## config.mk

```make
export PLATFORM = sky130hd
export DESIGN_NAME = round_ctrl
export DESIGN_NICKNAME = d
export VERILOG_FILES = /design/src/rtl/round_ctrl.sv
export SDC_FILE = /design/constraint.sdc
export NUM_CORES = 1
export LEC_CHECK = 0
export BUFFER_PORTS_ARGS = -buffer_cell sky130_fd_sc_hd__buf_2
export CAP_MARGIN = 15
export CORE_MARGIN = 4
export CORE_UTILIZATION = 35
export DETAILED_ROUTE_END_ITERATION = 10
export HOLD_SLACK_MARGIN = 0.06
export PLACE_DENSITY = 0.58
export SLEW_MARGIN = 20
export SYNTH_ARGS = -nofsm -noshare
export SYNTH_HDL_FRONTEND = slang
export SYNTH_SLANG_ARGS = --single-unit
```

## constraint.sdc

```tcl
create_clock -name Clk -period 4.3 [get_ports Clk]
set_clock_uncertainty 0.1 [all_clocks]
set_input_delay 0.215 -clock Clk [delete_from_list [all_inputs] [get_ports Clk]]
set_output_delay 0.215 -clock Clk [all_outputs]
set_load 0.1 [all_outputs]
```

## src/rtl/round_ctrl.sv

```systemverilog
// Purpose : game-round sequencer between the BCD countdown timer and the display/game logic.
// Latency : every output is registered; it reflects the inputs sampled on the previous Clk edge.
// Backpressure: none. start is a level, hit is a single-cycle pulse, and both are consumed as they arrive.
//
// Ports:
//   Clk, Reset        - clock; synchronous active-high reset
//   start             - level; arms a new round from IDLE or DONE
//   hit               - single-cycle score pulse; counted only in PLAY
//   time_left[7:0]    - BCD seconds remaining from the timer
//   time_up           - timer expiry flag
//   timer_reset       - drives the timer's Reset; held high in IDLE and READY
//   pre_count[3:0]    - pre-round "3-2-1" digit; 0 outside READY
//   state[1:0]        - IDLE=0, READY=1, PLAY=2, DONE=3
//   score[11:0]       - 3-digit BCD score, saturating at 999
//   low_time          - registered low-time warning
//   round_done        - one-cycle pulse on DONE entry
//   high_score[11:0]  - best BCD score since Reset
//   new_record        - one-cycle pulse when high_score is updated
//
// Optional feature: define ROUND_CTRL_HISCORE_EN to build the high-score
// register and its compare. When the macro is undefined, high_score reads 0
// and new_record reads 0, and both ports remain present.

module round_ctrl #(
   parameter int          TICKS_PER_SEC = 50000000,
   parameter int          PRE_COUNT     = 3,
   parameter logic [7:0]  WARN_BCD      = 8'h10,
   parameter logic [11:0] HIT_POINTS    = 12'h005
) (
   input  logic        Clk,
   input  logic        Reset,
   input  logic        start,
   input  logic        hit,
   input  logic [7:0]  time_left,
   input  logic        time_up,
   output logic        timer_reset,
   output logic [3:0]  pre_count,
   output logic [1:0]  state,
   output logic [11:0] score,
   output logic        low_time,
   output logic        round_done,
   output logic [11:0] high_score,
   output logic        new_record
);

   localparam int             TW       = (TICKS_PER_SEC > 1) ? $clog2(TICKS_PER_SEC) : 1;
   localparam logic [TW-1:0]  TICK_MAX = TW'(TICKS_PER_SEC - 1);
   localparam logic [3:0]     PRE_INIT = 4'(PRE_COUNT);

   typedef enum logic [1:0] {
      S_IDLE  = 2'd0,
      S_READY = 2'd1,
      S_PLAY  = 2'd2,
      S_DONE  = 2'd3
   } st_t;

   st_t            st_q, st_d;
   logic [TW-1:0]  tick_q, tick_d;
   logic [3:0]     pre_d;
   logic [11:0]    score_d;
   logic           trst_d;
   logic           low_d;
   logic           done_d;
   logic [12:0]    sum;
   logic [11:0]    score_inc;

   // Three-digit BCD add. Bit 12 is the carry out of the hundreds digit,
   // which means the true sum exceeded 999.
   function automatic logic [12:0] bcd_add(input logic [11:0] a, input logic [11:0] b);
      logic [4:0]  d;
      logic        c;
      logic [11:0] r;
      c = 1'b0;
      r = 12'h000;
      for (int i = 0; i < 3; i++) begin
         d = {1'b0, a[4*i +: 4]} + {1'b0, b[4*i +: 4]} + {4'b0000, c};
         if (d > 5'd9) begin
            d = d + 5'd6;
            c = 1'b1;
         end else begin
            c = 1'b0;
         end
         r[4*i +: 4] = d[3:0];
      end
      return {c, r};
   endfunction

   always_comb begin
      sum       = bcd_add(score, HIT_POINTS);
      score_inc = sum[12] ? 12'h999 : sum[11:0];
   end

   // Next-state and next-output logic
   always_comb begin
      st_d    = st_q;
      tick_d  = tick_q;
      pre_d   = pre_count;
      score_d = score;
      done_d  = 1'b0;

      case (st_q)
         S_IDLE, S_DONE: begin
            // The score clear and the timer re-reset both happen on the way into READY.
            if (start) begin
               st_d    = S_READY;
               pre_d   = PRE_INIT;
               tick_d  = '0;
               score_d = 12'h000;
            end
         end
         S_READY: begin
            if (tick_q == TICK_MAX) begin
               tick_d = '0;
               pre_d  = pre_count - 4'd1;
               if (pre_count == 4'd1) begin
                  st_d = S_PLAY;
               end
            end else begin
               tick_d = tick_q + TW'(1);
            end
         end
         S_PLAY: begin
            // A hit in the same cycle as time_up still counts toward the final score.
            if (hit) begin
               score_d = score_inc;
            end
            if (time_up) begin
               st_d   = S_DONE;
               done_d = 1'b1;
            end
         end
         default: st_d = S_IDLE;
      endcase

      // The timer is released on the PLAY entry edge, so it still reads 60 there.
      trst_d = (st_d == S_IDLE) || (st_d == S_READY);
      low_d  = (st_q == S_PLAY) && (time_left <= WARN_BCD) && (time_left != 8'h00);
   end

   always_ff @(posedge Clk) begin
      if (Reset) begin
         st_q        <= S_IDLE;
         tick_q      <= '0;
         pre_count   <= 4'd0;
         score       <= 12'h000;
         timer_reset <= 1'b1;
         low_time    <= 1'b0;
         round_done  <= 1'b0;
      end else begin
         st_q        <= st_d;
         tick_q      <= tick_d;
         pre_count   <= pre_d;
         score       <= score_d;
         timer_reset <= trst_d;
         low_time    <= low_d;
         round_done  <= done_d;
      end
   end

   assign state = st_q;

`ifdef ROUND_CTRL_HISCORE_EN
   logic rec_d;

   // Compare against the final score, including a hit taken on the last cycle.
   // Plain unsigned compare orders valid BCD values correctly.
   always_comb begin
      rec_d = done_d && (score_d > high_score);
   end

   always_ff @(posedge Clk) begin
      if (Reset) begin
         high_score <= 12'h000;
         new_record <= 1'b0;
      end else begin
         new_record <= rec_d;
         if (rec_d) begin
            high_score <= score_d;
         end
      end
   end
`else
   assign high_score = 12'h000;
   assign new_record = 1'b0;
`endif

endmodule

```

# Yosys cells after proc, flatten, opt, wreduce, memory -nomap -nowiden

Index checks and enable logic that the tools add are counted.
Widths: inputs -> output; s select.

Input port bits: 13
Register bits: 47

Muxes and demuxes: 22
Equality and inequality tests: 9
Bitwise gates (word level): 1
Add/subtract/negate cells: 8
Reduce and logical (&&, ||, !) cells: 13
$lt $le $gt $ge: 4

Operator list:

| operator              | count |
|---|---|
| $mux 26               | 2 |
| $pmux 26 s2           | 1 |
| $mux 12               | 3 |
| $add 26x1->26 const B | 1 |
| $eq 26x26->1 const B  | 1 |
| $pmux 12 s2           | 1 |
| $mux 4                | 5 |
| $gt 5x4->1 const B    | 3 |
| $add 4x3->4 const B   | 3 |
| $add 4x1->5           | 2 |
| $le 8x5->1 const B    | 1 |
| $mux 2                | 4 |
| $pmux 4 s2            | 1 |
| $reduce_bool 8->1     | 1 |
| $ne 2x2->1 const B    | 3 |
| $pmux 2 s3            | 1 |
| $reduce_and 3->1      | 2 |
| $add 4x3->5 const B   | 1 |
| $eq 2x1->1 const B    | 2 |
| $eq 2x2->1 const B    | 2 |
| $eq 4x1->1 const B    | 1 |
| $logic_not 2->1       | 2 |
| $mux 1                | 4 |
| $reduce_bool 2->1     | 2 |
| 6 further kinds       | 8 |

# Depth between registers and ports, before layout

Gate-level depths: netlist (run 1).

Word-level depth: 12
Depth in mapped cells: 23
Depth with buffers taken out: 22

# Worst setup path before layout (run 1)

Ideal clock, no wire load.

Path kind: reg-to-reg
From: register score[1]
To: register score[7]
Cell stages (with the launch flop): 22
Data required time: 4069 ps
Slack: -1178 ps
Clock period less this slack: 5478 ps
Arrival: 5247 ps
Cell sequence: dfxtp_1 > ha_1 > xor2_1 > ha_1 > inv_1 > a221oi_1 > a22oi_1 > or2_2 > inv_1 > ha_1 > ha_1 > or2_2 > a21oi_1 > a311oi_1 > ha_1 > ha_1 > nand2b_1 > a31o_2 > and3_1 > clkbuf_1 > a311oi_1 > o32ai_1

Word-level cells in the longest chain between the ends: 12
Elaborated cells between the ends (all ways): 14
Those cells by class: add/sub (4); order compare (3); mux (7)

Ends and longest elaborated chain:

| item                   | RTL line | text |
|---|---|---|
| from (decl)            | 39       | `output logic [11:0] score,` |
| from (signal assigned) | 153      | `score <= score_d;` |
| $add 4x3->5 *          | 76       | `d = {1'b0, a[4*i +: 4]} + {1'b0, b[4*i +: 4]} + {4'b0000, c};` |
| $gt 5x4->1 *           | 77       | `if (d > 5'd9) begin` |
| $mux 1 *               | 77       |  |
| $add 4x1->5 *          | 76       |  |
| $gt 5x4->1             | 77       |  |
| $mux 1                 | 77       |  |
| $add 4x1->5            | 76       |  |
| $gt 5x4->1             | 77       |  |
| $mux 1                 | 77       |  |
| $mux 12 *              | 90       | `score_inc = sum[12] ? 12'h999 : sum[11:0];` |
| $mux 12 *              | 124      | `if (hit) begin` |
| $pmux 12 s2 *          | 101      | `case (st_q)` |

Every way passes the cells marked *; elsewhere a longest branch is shown, timed or not. The select of a mux whose other input is x is not followed.
A chain may end at the register's enable or synchronous reset.

# Worst setup path after layout (run 1)

From: register score[0]
To: register score[7]

The elaborated chain is that of the path after synthesis.

==> impl_metrics.csv, run 1 <==
group,metric,value,unit
setup_path,worstSetupPathType,"reg2reg",
pwr,p_total,0.0008730,W
global_routing,grt_pass1_wl,11210,µm
pwr,swShare,33.40,%
timing,min_period_over_period,97.21,%
setup_path,timing.rr.end,"score[7]",
hold_path,min_from,"time_up",
global_routing,antenna_found_initial,0,
yosys,syn_area,2882,µm²
clocking,clk_path_buf_depth,2,
routing,wl,6814,µm
floorplan,die_h,98.74,µm
pwr,switching_power,0.0002916,W
yosys,synth_top_cell_by_area,"dfxtp_1",
clocking,clk_latency,0.30,ns
routing,drc_errors,0,
pwr,pwr-share-clk,29.9,%
cells_and_area,final_common_cell,"nor2_1",
timing,setup_viol,0,
yosys,yosysWarnings,0,
timing,setup_slack,0.1201,ns
run,drv_cap,0,
setup_path,worst-path-buf-inv,2,
placement,dp_slack,-0.1147,ns
routing,ant_nets,0,
cells_and_area,final_core_util,43.54,%
global_routing,grt_max_degree,24,
floorplan,row_count,32,
floorplan,die_w,98.74,µm
setup_path,worst-path-stages,20,
global_routing,grt_pass1_vias,2383,
pwr,cellPowerDensity,255.5,nW/µm²
timing,maxSlewHeadroom,46.31,%
pwr,peakVddDrop,0.0001428,V
yosys,yosys-top-cells-area,"dfxtp_1 33%, ha_1 6.1%, nor2_1 5.9%, xor2_1 5.2%, nand2_1 3.5%",
yosys,synth_top_area_share,32.65,%
setup_path,regToRegSetupSlack,0.12,ns
yosys,avgSynthCellArea,7.895,µm²
yosys,synth_seq_area_share,32.65,%
timing,timing.fmax,0.2392,GHz
yosys,synthDistinctLibCells,58,
clocking,numCtsBuffers,5,
pwr,comb_power_share,18.9,%
hold_path,hp-class,"in2reg",
clocking,clkTransAtPathRegs,0.08,ns
setup_path,crit_path_max_fanout,7,
timing,worstMarginPinSlew,0.8024,ns
yosys,synth_seq_cells,47,
setup_path,critPathTopFamily,"adder cells",
clocking,hold_buffers,0,
global_routing,gr-total-overflow,0,
timing,hold_viol,0,
floorplan,io_pins,47,
placement,place_inst,480,
pwr,power_leakage,1.307,nW
outcome,status,"complete, no violations",
clocking,clockRootBuffer,"clkbuf_8",
cells_and_area,antenna_cells,0,
setup_path,path_cells,"ha_4 -> xor2_4 -> ha_2 -> inv_2 -> a221oi_4 -> a22oi_2 -> or2_4 -> inv_2 -> ha_4 -> ha_4 -> or2_4 -> a21oi_2 -> a311oi_2 -> ha_2 -> ha_4 -> nand2b_4 -> a31o_4 -> and3_4 -> a311oi_2 -> o32ai_1",
hold_path,whs_path_depth,3,
routing,drt-wirelength-per-cell,13.68,µm
yosys,synth_edf_count,0,
cells_and_area,layout_common_cells,"45 x nor2_1, 43 x dfxtp_1, 33 x buf_2",
timing,slew_violations,0,
cells_and_area,area_growth_syn_to_layout,18.58,%
floorplan,start_util,36.72,%
cells_and_area,stdcell_count,498,
setup_path,ff2ff_path_depth,20,
placement,hpwl,4811,µm
floorplan,core,7848,µm²
clocking,clkSinkCount,47,
setup_path,cp-end-kind,"register",
global_routing,track_usage,13.66,%
setup_path,cp-start-kind,"register",
setup_path,required,4.37,ns
timing,whs,0.06661,ns
pwr,internal_power,0.0005814,W
setup_path,crit_arrival,4.25,ns
routing,drtPass1Iterations,4,
hold_path,min_to,"round_done",
placement,portBuffers,33,
timing,finalCriticalPeriod,4.180,ns
routing,drtIter0Drc,81,
setup_path,crit_top_cell,"ha_4",
routing,vias,2599,
routing,vias_per_cell,5.219,
setup_path,reg2reg_from,"score[0]",
clocking,cts_tree,"done",
placement,place_congestion,0.7830,
cells_and_area,fin_nets,423,
clocking,htree_num_levels,2,
yosys,ys_async_sr_fraction,0,%
pwr,p_seq_share,51.2,%
cells_and_area,drive_above_1_share,23.48,%
timing,rsz0062_at_grt,"yes",
floorplan,die_area,9749,µm²
setup_path,critPathMaxStageDelay,0.40,ns
yosys,synthCells,365,
setup_path,slowest_stage,"dfxtp_4",
yosys,synth_flop_cell,"dfxtp_1",
-- layout make-up --
class	instances	area, µm²
Clock inverter	2	13.76
Clock buffer	5	68.82
Fill cell	805	4431
Tap cell	102	127.6
Multi-Input combinational cell	280	1938
Sequential cell	47	953.4
Timing Repair Buffer	44	245.2
Inverter	18	70.07
-- worst max path at each step --
| stage | from | slack [ns] | to |
|---|---|---|---|
| after CTS | score[0] | 0.005 | score[7] |
| after floorplan | score[1] | -0.05 | score[7] |
| final | score[0] | 0.12 | score[7] |
| after global routing | score[0] | -0.08 | score[7] |
| after detailed placement | score[1] | -0.11 | score[7] |
| after global placement | score[0] | 0.07 | score[7] |
-- sequential cells by signal (all words and copies together) (netlist names) --
register,cells
score,12
state,2
tick_q,26
round_done,1
timer_reset,1
pre_count,4
low_time,1
-- power groups by stage --
stage	registers (W)	logic (W)	clock network (W)
after floorplan	0.000492	0.000116	0
after global placement	0.000457	0.000165	0
after detailed placement	0.000457	0.000165	0
after CTS	0.000447	0.000166	0.000273
after global routing	0.000449	0.000178	0.000291
final	0.000447	0.000165	0.000261
-- Yosys cell counts, drive strengths merged (7+ instances only) --
library cell	n
inv	18
clkbuf	12
and3	8
xor2	17
o21ai	14
xnor2	9
dfxtp	47
nor2	45
nand2	27
buf	20
ha	14
a21oi	17
nand3	16
nor3	9
nand4	13
nand2b	7
-- per-stage QoR --
step	setup TNS [ns]	area (µm²)
finish	0	3417
global route	-0.2518	3417
CTS	0	3274
detailed placement	-0.1988	3166
global placement	0	3166
floorplan	-0.05081	3068
-- layer usage --
metal,global-route usage [%],share of wire (%),up-vias
met1,17.37,44,1218
met5,0,0,-
met2,23.35,51,36
li1,-,-,1332
met4,4.202,1.6,0
met3,2.689,3.2,13
-- worst reg2reg max path, delay by kind of cell (launching register included) --
family                     cells  cell delay [ns]
adders and majority gates      6             1.25
AOI/OAI and AO/OA              7             1.13
xor gates and xnor gates       1             0.21
buffers and inverters          2             0.10
and+or+nand+nor                4             0.86
DFF                            1             0.40
-- what timing repair did --
action                                  CTS  global route
endpoints found under the setup margin    7            10
buffers inserted                          1            10
pin swaps                                 3            14
resized for setup                         3            11
-- kinds of logic after synthesis --
group | Yosys count | synth area share [%]
simple gates | 147 | 25.75
compound gates | 78 | 18.37
buf+inv | 50 | 8.380
flops | 47 | 32.65
xor+xnor | 26 | 7.903
fa+ha+maj | 14 | 6.079
mux | 2 | 0.7382
other cells | 1 | 0.1301
Power figures use the tool's default switching activity.
==> run 2: changes to the inputs <==
--- a/config.mk
+++ b/config.mk
@@ -10,7 +10,9 @@
 export CORE_MARGIN = 4
 export CORE_UTILIZATION = 35
 export DETAILED_ROUTE_END_ITERATION = 10
+export GPL_TIMING_DRIVEN = 0
 export HOLD_SLACK_MARGIN = 0.06
+export MAX_ROUTING_LAYER = met4
 export PLACE_DENSITY = 0.58
 export SLEW_MARGIN = 20
 export SYNTH_ARGS = -nofsm -noshare
==> impl_metrics.csv, run 2 (same netlist as run 1, synthesis figures left out) <==
group,metric,value,unit
global_routing,grt_max_degree,15,
global_routing,grt_pass1_wl,11850,µm
cells_and_area,regMostFlops,"tick_q",
hold_path,whs_path_depth,3,
setup_path,cp-end-kind,"register",
routing,wl_met3,212,µm
timing,setup_slack,0.1239,ns
pwr,cellPowerDensity,256.2,nW/µm²
run,drv_cap,0,
floorplan,die_area,9749,µm²
placement,dp_slack,-0.4293,ns
clocking,clk_latency,0.30,ns
timing,timing.fmax,0.2395,GHz
routing,drt-wirelength-per-cell,13.33,µm
cells_and_area,area_growth_syn_to_layout,25.53,%
clocking,clkTransAtPathRegs,0.09,ns
clocking,htree_num_levels,2,
routing,dr_wl_met2,3514,µm
timing,min_period_over_period,97.12,%
cells_and_area,fin_nets,454,
hold_path,hp-class,"in2reg",
cells_and_area,nFillCells,810,
placement,place_congestion,0.8448,
cells_and_area,antenna_cells,0,
cells_and_area,layout_common_cells,"45 x nor2_1, 43 x dfxtp_1, 37 x buf_2",
setup_path,critPathMaxStageDelay,0.39,ns
global_routing,track_usage,14.90,%
routing,drtPass1Iterations,5,
clocking,clockRootBuffer,"clkbuf_8",
cells_and_area,final_common_cell,"nor2_1",
routing,vias,2736,
placement,hpwl,5123,µm
clocking,clk_path_buf_depth,2,
routing,maxUsedRoutingLayer,"met4",
routing,wl,7066,µm
setup_path,worstSetupPathType,"reg2reg",
setup_path,ff2ff_path_depth,21,
clocking,clkSinkCount,47,
global_routing,antenna_found_initial,0,
placement,place_inst,512,
placement,portBuffers,33,
setup_path,required,4.38,ns
routing,drtIter0Drc,85,
pwr,power_leakage,1.427,nW
setup_path,crit_top_cell,"ha_4",
cells_and_area,drive_above_1_share,26.64,%
clocking,hold_buffers,0,
timing,worstMarginPinSlew,0.8244,ns
setup_path,crit_arrival,4.25,ns
floorplan,start_util,36.72,%
floorplan,core,7848,µm²
setup_path,slowest_stage,"dfxtp_4",
floorplan,die_h,98.74,µm
timing,whs,0.07079,ns
timing,finalCriticalPeriod,4.176,ns
cells_and_area,stdcell_count,530,
clocking,numCtsBuffers,5,
timing,rsz0062_at_grt,"yes",
setup_path,path_cells,"ha_4 -> xor2_4 -> ha_2 -> inv_2 -> a221oi_4 -> a22oi_2 -> or2_4 -> inv_2 -> ha_4 -> ha_4 -> inv_4 -> nand2_2 -> a31oi_2 -> a311oi_2 -> ha_2 -> ha_4 -> nand2b_4 -> a31o_4 -> and3_4 -> a311oi_2 -> o32ai_2",
routing,drc_errors,0,
setup_path,crit_path_max_fanout,7,
pwr,peakVddDrop,0.0001403,V
routing,m1WireLength,3254,µm
timing,maxSlewHeadroom,44.84,%
setup_path,cp-start-kind,"register",
global_routing,gr-total-overflow,0,
timing,hold_viol,0,
routing,vias_per_cell,5.162,
outcome,status,"complete, no violations",
floorplan,die_w,98.74,µm
floorplan,row_count,32,
global_routing,grt_pass1_vias,2564,
cells_and_area,top_regs,"tick_q: 26 flops, score: 12 flops, pre_count: 4 flops",
floorplan,io_pins,47,
routing,ant_nets,0,
timing,slew_violations,0,
clocking,cts_tree,"done",
timing,fin_setup_tns,0,ns
timing,setup_viol,0,
cells_and_area,largest_register_ffs,26,
run 2: cell type report:
| cell class | count | area (µm²) | area share [%] |
|---|---|---|---|
| Buffer | 30 | 176.4 | 4.877 |
| Clock buffer | 7 | 96.34 | 2.663 |
| Clock inverter | 1 | 6.256 | 0.1730 |
| Inverter | 18 | 70.07 | 1.937 |
| Multi-Input combinational cell | 280 | 1932 | 53.41 |
| Sequential cell | 47 | 953.4 | 26.36 |
| Tap cell | 102 | 127.6 | 3.528 |
| Timing Repair Buffer | 45 | 255.2 | 7.056 |
run 2: what timing repair did:
item                                    4_1_cts  5_1_grt
pin swaps                                     9       12
endpoints found under the setup margin       11        9
resized for setup                             7        6
endpoints found under the hold margin         0        0
buffers inserted                              7        5
run 2: power breakdown:
| group | internal [W] | switching [W] |
|---|---|---|
| Combinational | 0.0000409 | 0.000139 |
| Clock | 0.000147 | 0.000153 |
| Sequential | 0.000440 | 0.00000739 |
| Total | 0.000628 | 0.000299 |
run 2: path summary, 6_finish.rpt:
path | end | slack, ns | start
worst max register to register | score[7] | 0.12 | score[1]
worst max-delay path | score[7] | 0.12 | score[1]
worst min register to register | score[8] | 0.38 | score[8]
worst min-delay path | round_done | 0.07 | time_up
run 2: worst max-delay path: cells and delay by family, from the launching register on:
family                     cells  cell delay (ns)
DFF                            1             0.39
xor gates and xnor gates       1             0.20
buffers and inverters          3             0.15
and+or+nand+nor                4             0.67
AOI/OAI and AO/OA              7             1.36
adders and majority gates      6             1.18
run 2: metrics by stage:
| step | area [µm²] | util, % | total power, W |
|---|---|---|---|
| floorplan | 3068 | - | 0.0006079 |
| global placement | 3361 | 42.83 | 0.0006353 |
| detailed placement | 3361 | 42.83 | 0.0006369 |
| CTS | 3547 | 45.20 | 0.0009393 |
| global route | 3617 | 46.09 | 0.0009694 |
| finish | 3617 | 46.09 | 0.0009269 |
run 2: routing by layer:
metal  vias to the layer above  global-route usage (%)
met4                         0                   4.517
met3                         7                   2.477
met2                        43                   25.74
met5                         -                       -
met1                      1288                   17.74
li1                       1398                       -
==> run 3: changes to the inputs <==
--- a/config.mk
+++ b/config.mk
@@ -8,12 +8,12 @@
 export BUFFER_PORTS_ARGS = -buffer_cell sky130_fd_sc_hd__buf_2
 export CAP_MARGIN = 15
 export CORE_MARGIN = 4
-export CORE_UTILIZATION = 35
+export CORE_UTILIZATION = 30
+export CTS_CLUSTER_DIAMETER = 40
 export DETAILED_ROUTE_END_ITERATION = 10
 export GPL_TIMING_DRIVEN = 0
 export HOLD_SLACK_MARGIN = 0.06
 export MAX_ROUTING_LAYER = met4
-export PLACE_DENSITY = 0.58
 export SLEW_MARGIN = 20
 export SYNTH_ARGS = -nofsm -noshare
 export SYNTH_HDL_FRONTEND = slang
==> impl_metrics.csv, run 3 (same netlist as run 1, synthesis figures left out) <==
group,metric,value,unit
outcome,status,"complete, no violations",
floorplan,io_pins,47,
cells_and_area,regMostFlops,"tick_q",
cells_and_area,top_regs,"tick_q: 26 flops, score: 12 flops, pre_count: 4 flops",
routing,vias,2749,
floorplan,start_util,31.04,%
routing,vias_per_cell,4.927,
floorplan,die_area,11240,µm²
timing,worstMarginPinSlew,0.7897,ns
timing,setup_viol,0,
cells_and_area,largest_register_ffs,26,
timing,slew_violations,0,
timing,maxSlewHeadroom,47.16,%
global_routing,grt_pass1_vias,2712,
setup_path,crit_arrival,4.32,ns
global_routing,grt_pass1_wl,12200,µm
clocking,htree_num_levels,2,
clocking,numCtsBuffers,5,
pwr,internal_power,0.0006687,W
routing,drc_errors,0,
routing,drtIter0Drc,114,
global_routing,antenna_found_initial,0,
cells_and_area,final_core_util,39.62,%
placement,place_congestion,0.8575,
pwr,power_leakage,1.444,nW
pwr,pwr-share-clk,35.1,%
cells_and_area,drive_above_1_share,26.81,%
cells_and_area,fin_nets,455,
clocking,clockRootBuffer,"clkbuf_8",
clocking,cts_tree,"done",
cells_and_area,finalInstanceArea,3679,µm²
clocking,clkSinkCount,47,
pwr,cellPowerDensity,262.3,nW/µm²
pwr,swShare,30.71,%
pwr,p_seq_share,46.3,%
floorplan,die_h,106.0,µm
pwr,switching_power,0.0002963,W
cells_and_area,layout_common_cells,"45 x nor2_1, 43 x dfxtp_1, 37 x buf_2",
timing,rsz0062_at_grt,"yes",
clocking,clkTransAtPathRegs,0.08,ns
global_routing,grt_max_degree,15,
cells_and_area,antenna_cells,0,
pwr,comb_power_share,18.6,%
routing,wl,6982,µm
placement,hpwl,5123,µm
floorplan,row_count,35,
clocking,clk_path_buf_depth,2,
floorplan,core,9284,µm²
routing,ant_nets,0,
global_routing,track_usage,13.26,%
cells_and_area,final_common_cell,"nor2_1",
setup_path,cp-start-kind,"register",
timing,min_period_over_period,98.58,%
cells_and_area,nFillCells,954,
setup_path,worstSetupPathType,"reg2reg",
placement,post_dp_cell_area,3395,µm²
timing,finalCriticalPeriod,4.239,ns
clocking,clk_latency,0.30,ns
cells_and_area,area_growth_syn_to_layout,27.66,%
placement,portBuffers,33,
setup_path,cp-end-kind,"register",
timing,timing.fmax,0.2359,GHz
hold_path,hp-class,"in2reg",
run,drv_cap,0,
routing,drt-wirelength-per-cell,12.51,µm
routing,drtPass1Iterations,4,
setup_path,required,4.38,ns
clocking,hold_buffers,0,
setup_path,crit_path_max_fanout,7,
floorplan,die_w,106.0,µm
global_routing,gr-total-overflow,0,
timing,hold_viol,0,
pwr,peakVddDrop,0.0001769,V
==> run 3: cell count changes in the layout (fill, tap and decap cells not counted), sizes merged <==
| cell | previous run | this run |
|---|---|---|
| clkinv | 0 | 1 |
| clkbuf | 17 | 16 |
| bufinv | 0 | 1 |
| inv | 19 | 18 |
| buf | 65 | 66 |
==> run 3: repair_timing <==
| action | CTS | global route |
|---|---|---|
| gates resized for setup | 7 | 8 |
| pin swaps | 5 | 13 |
| buffers inserted | 4 | 9 |
| setup endpoints to repair | 9 | 11 |
==> run 3: metrics by stage <==
step / hold slack [ns] / total power, W / instances / setup WS (ns) / TNS [ns]
5_1_grt: 0.1119 / 0.001008 / 558 / -0.1272 / -0.3260
2_1_floorplan: 0.2605 / 0.0006079 / 377 / -0.04505 / -0.05081
6_report: 0.08807 / 0.0009651 / 558 / 0.06098 / 0
4_1_cts: 0.1024 / 0.0009780 / 550 / 0.01619 / 0
3_3_place_gp: 0.3578 / 0.0006349 / 539 / -0.2888 / -1.568
3_5_place_dp: 0.3710 / 0.0006365 / 539 / -0.2846 / -1.581
==> run 3: final timing paths <==
kind	to	cells past startpoint	slack, ns	from
setup / recovery	score[7]	21	0.06	score[1]
hold / removal	round_done	3	0.09	time_up
setup reg to reg	score[7]	21	0.06	score[1]
hold reg to reg	score[8]	2	0.38	score[8]
==> run 3: power by group through the flow <==
| stage | Clock, W | Combinational (W) | Sequential [W] |
|---|---|---|---|
| 3_5_place_dp | 0 | 0.000179 | 0.000457 |
| 4_1_cts | 0.000351 | 0.000180 | 0.000447 |
| 5_1_grt | 0.000365 | 0.000194 | 0.000449 |
| 3_3_place_gp | 0 | 0.000178 | 0.000457 |
| 2_1_floorplan | 0 | 0.000116 | 0.000492 |
| 6_report | 0.000339 | 0.000179 | 0.000447 |
==> run 3: layout make-up <==
type                    instances  area (µm²)  area share (%)
clock buffers                   6       82.58           2.245
clock inverters                 2       35.03          0.9524
repair buffers                 46       262.8           7.143
multi-input cells             280        1934           52.59
plain buffers                  30       176.4           4.796
flip-flops and latches         47       953.4           25.92
well taps                     129       161.4           4.388
inverters                      18       72.57           1.973
==> run 3: critical path, cell delays in order, from the launching register on <==
cell and delay (ns):
dfxtp_4 0.38, ha_4 0.18, xor2_4 0.20, ha_2 0.20, inv_2 0.03, a221oi_2 0.28, a22oi_2 0.14, or2_4 0.28
inv_2 0.07, ha_4 0.15, ha_4 0.18, inv_4 0.05, nand2_4 0.06, a31oi_4 0.08, a311oi_2 0.32, ha_2 0.28
ha_4 0.21, nand2b_4 0.13, a31o_4 0.22, and3_4 0.20, a311oi_2 0.23, o32ai_2 0.12
==> run 3: metal layers <==
layer / GRT usage, % / part of all wire, %
met5: - / 0
met1: 15.67 / 44
met4: 4.163 / 1.7
met2: 22.95 / 50
met3: 2.368 / 3.9
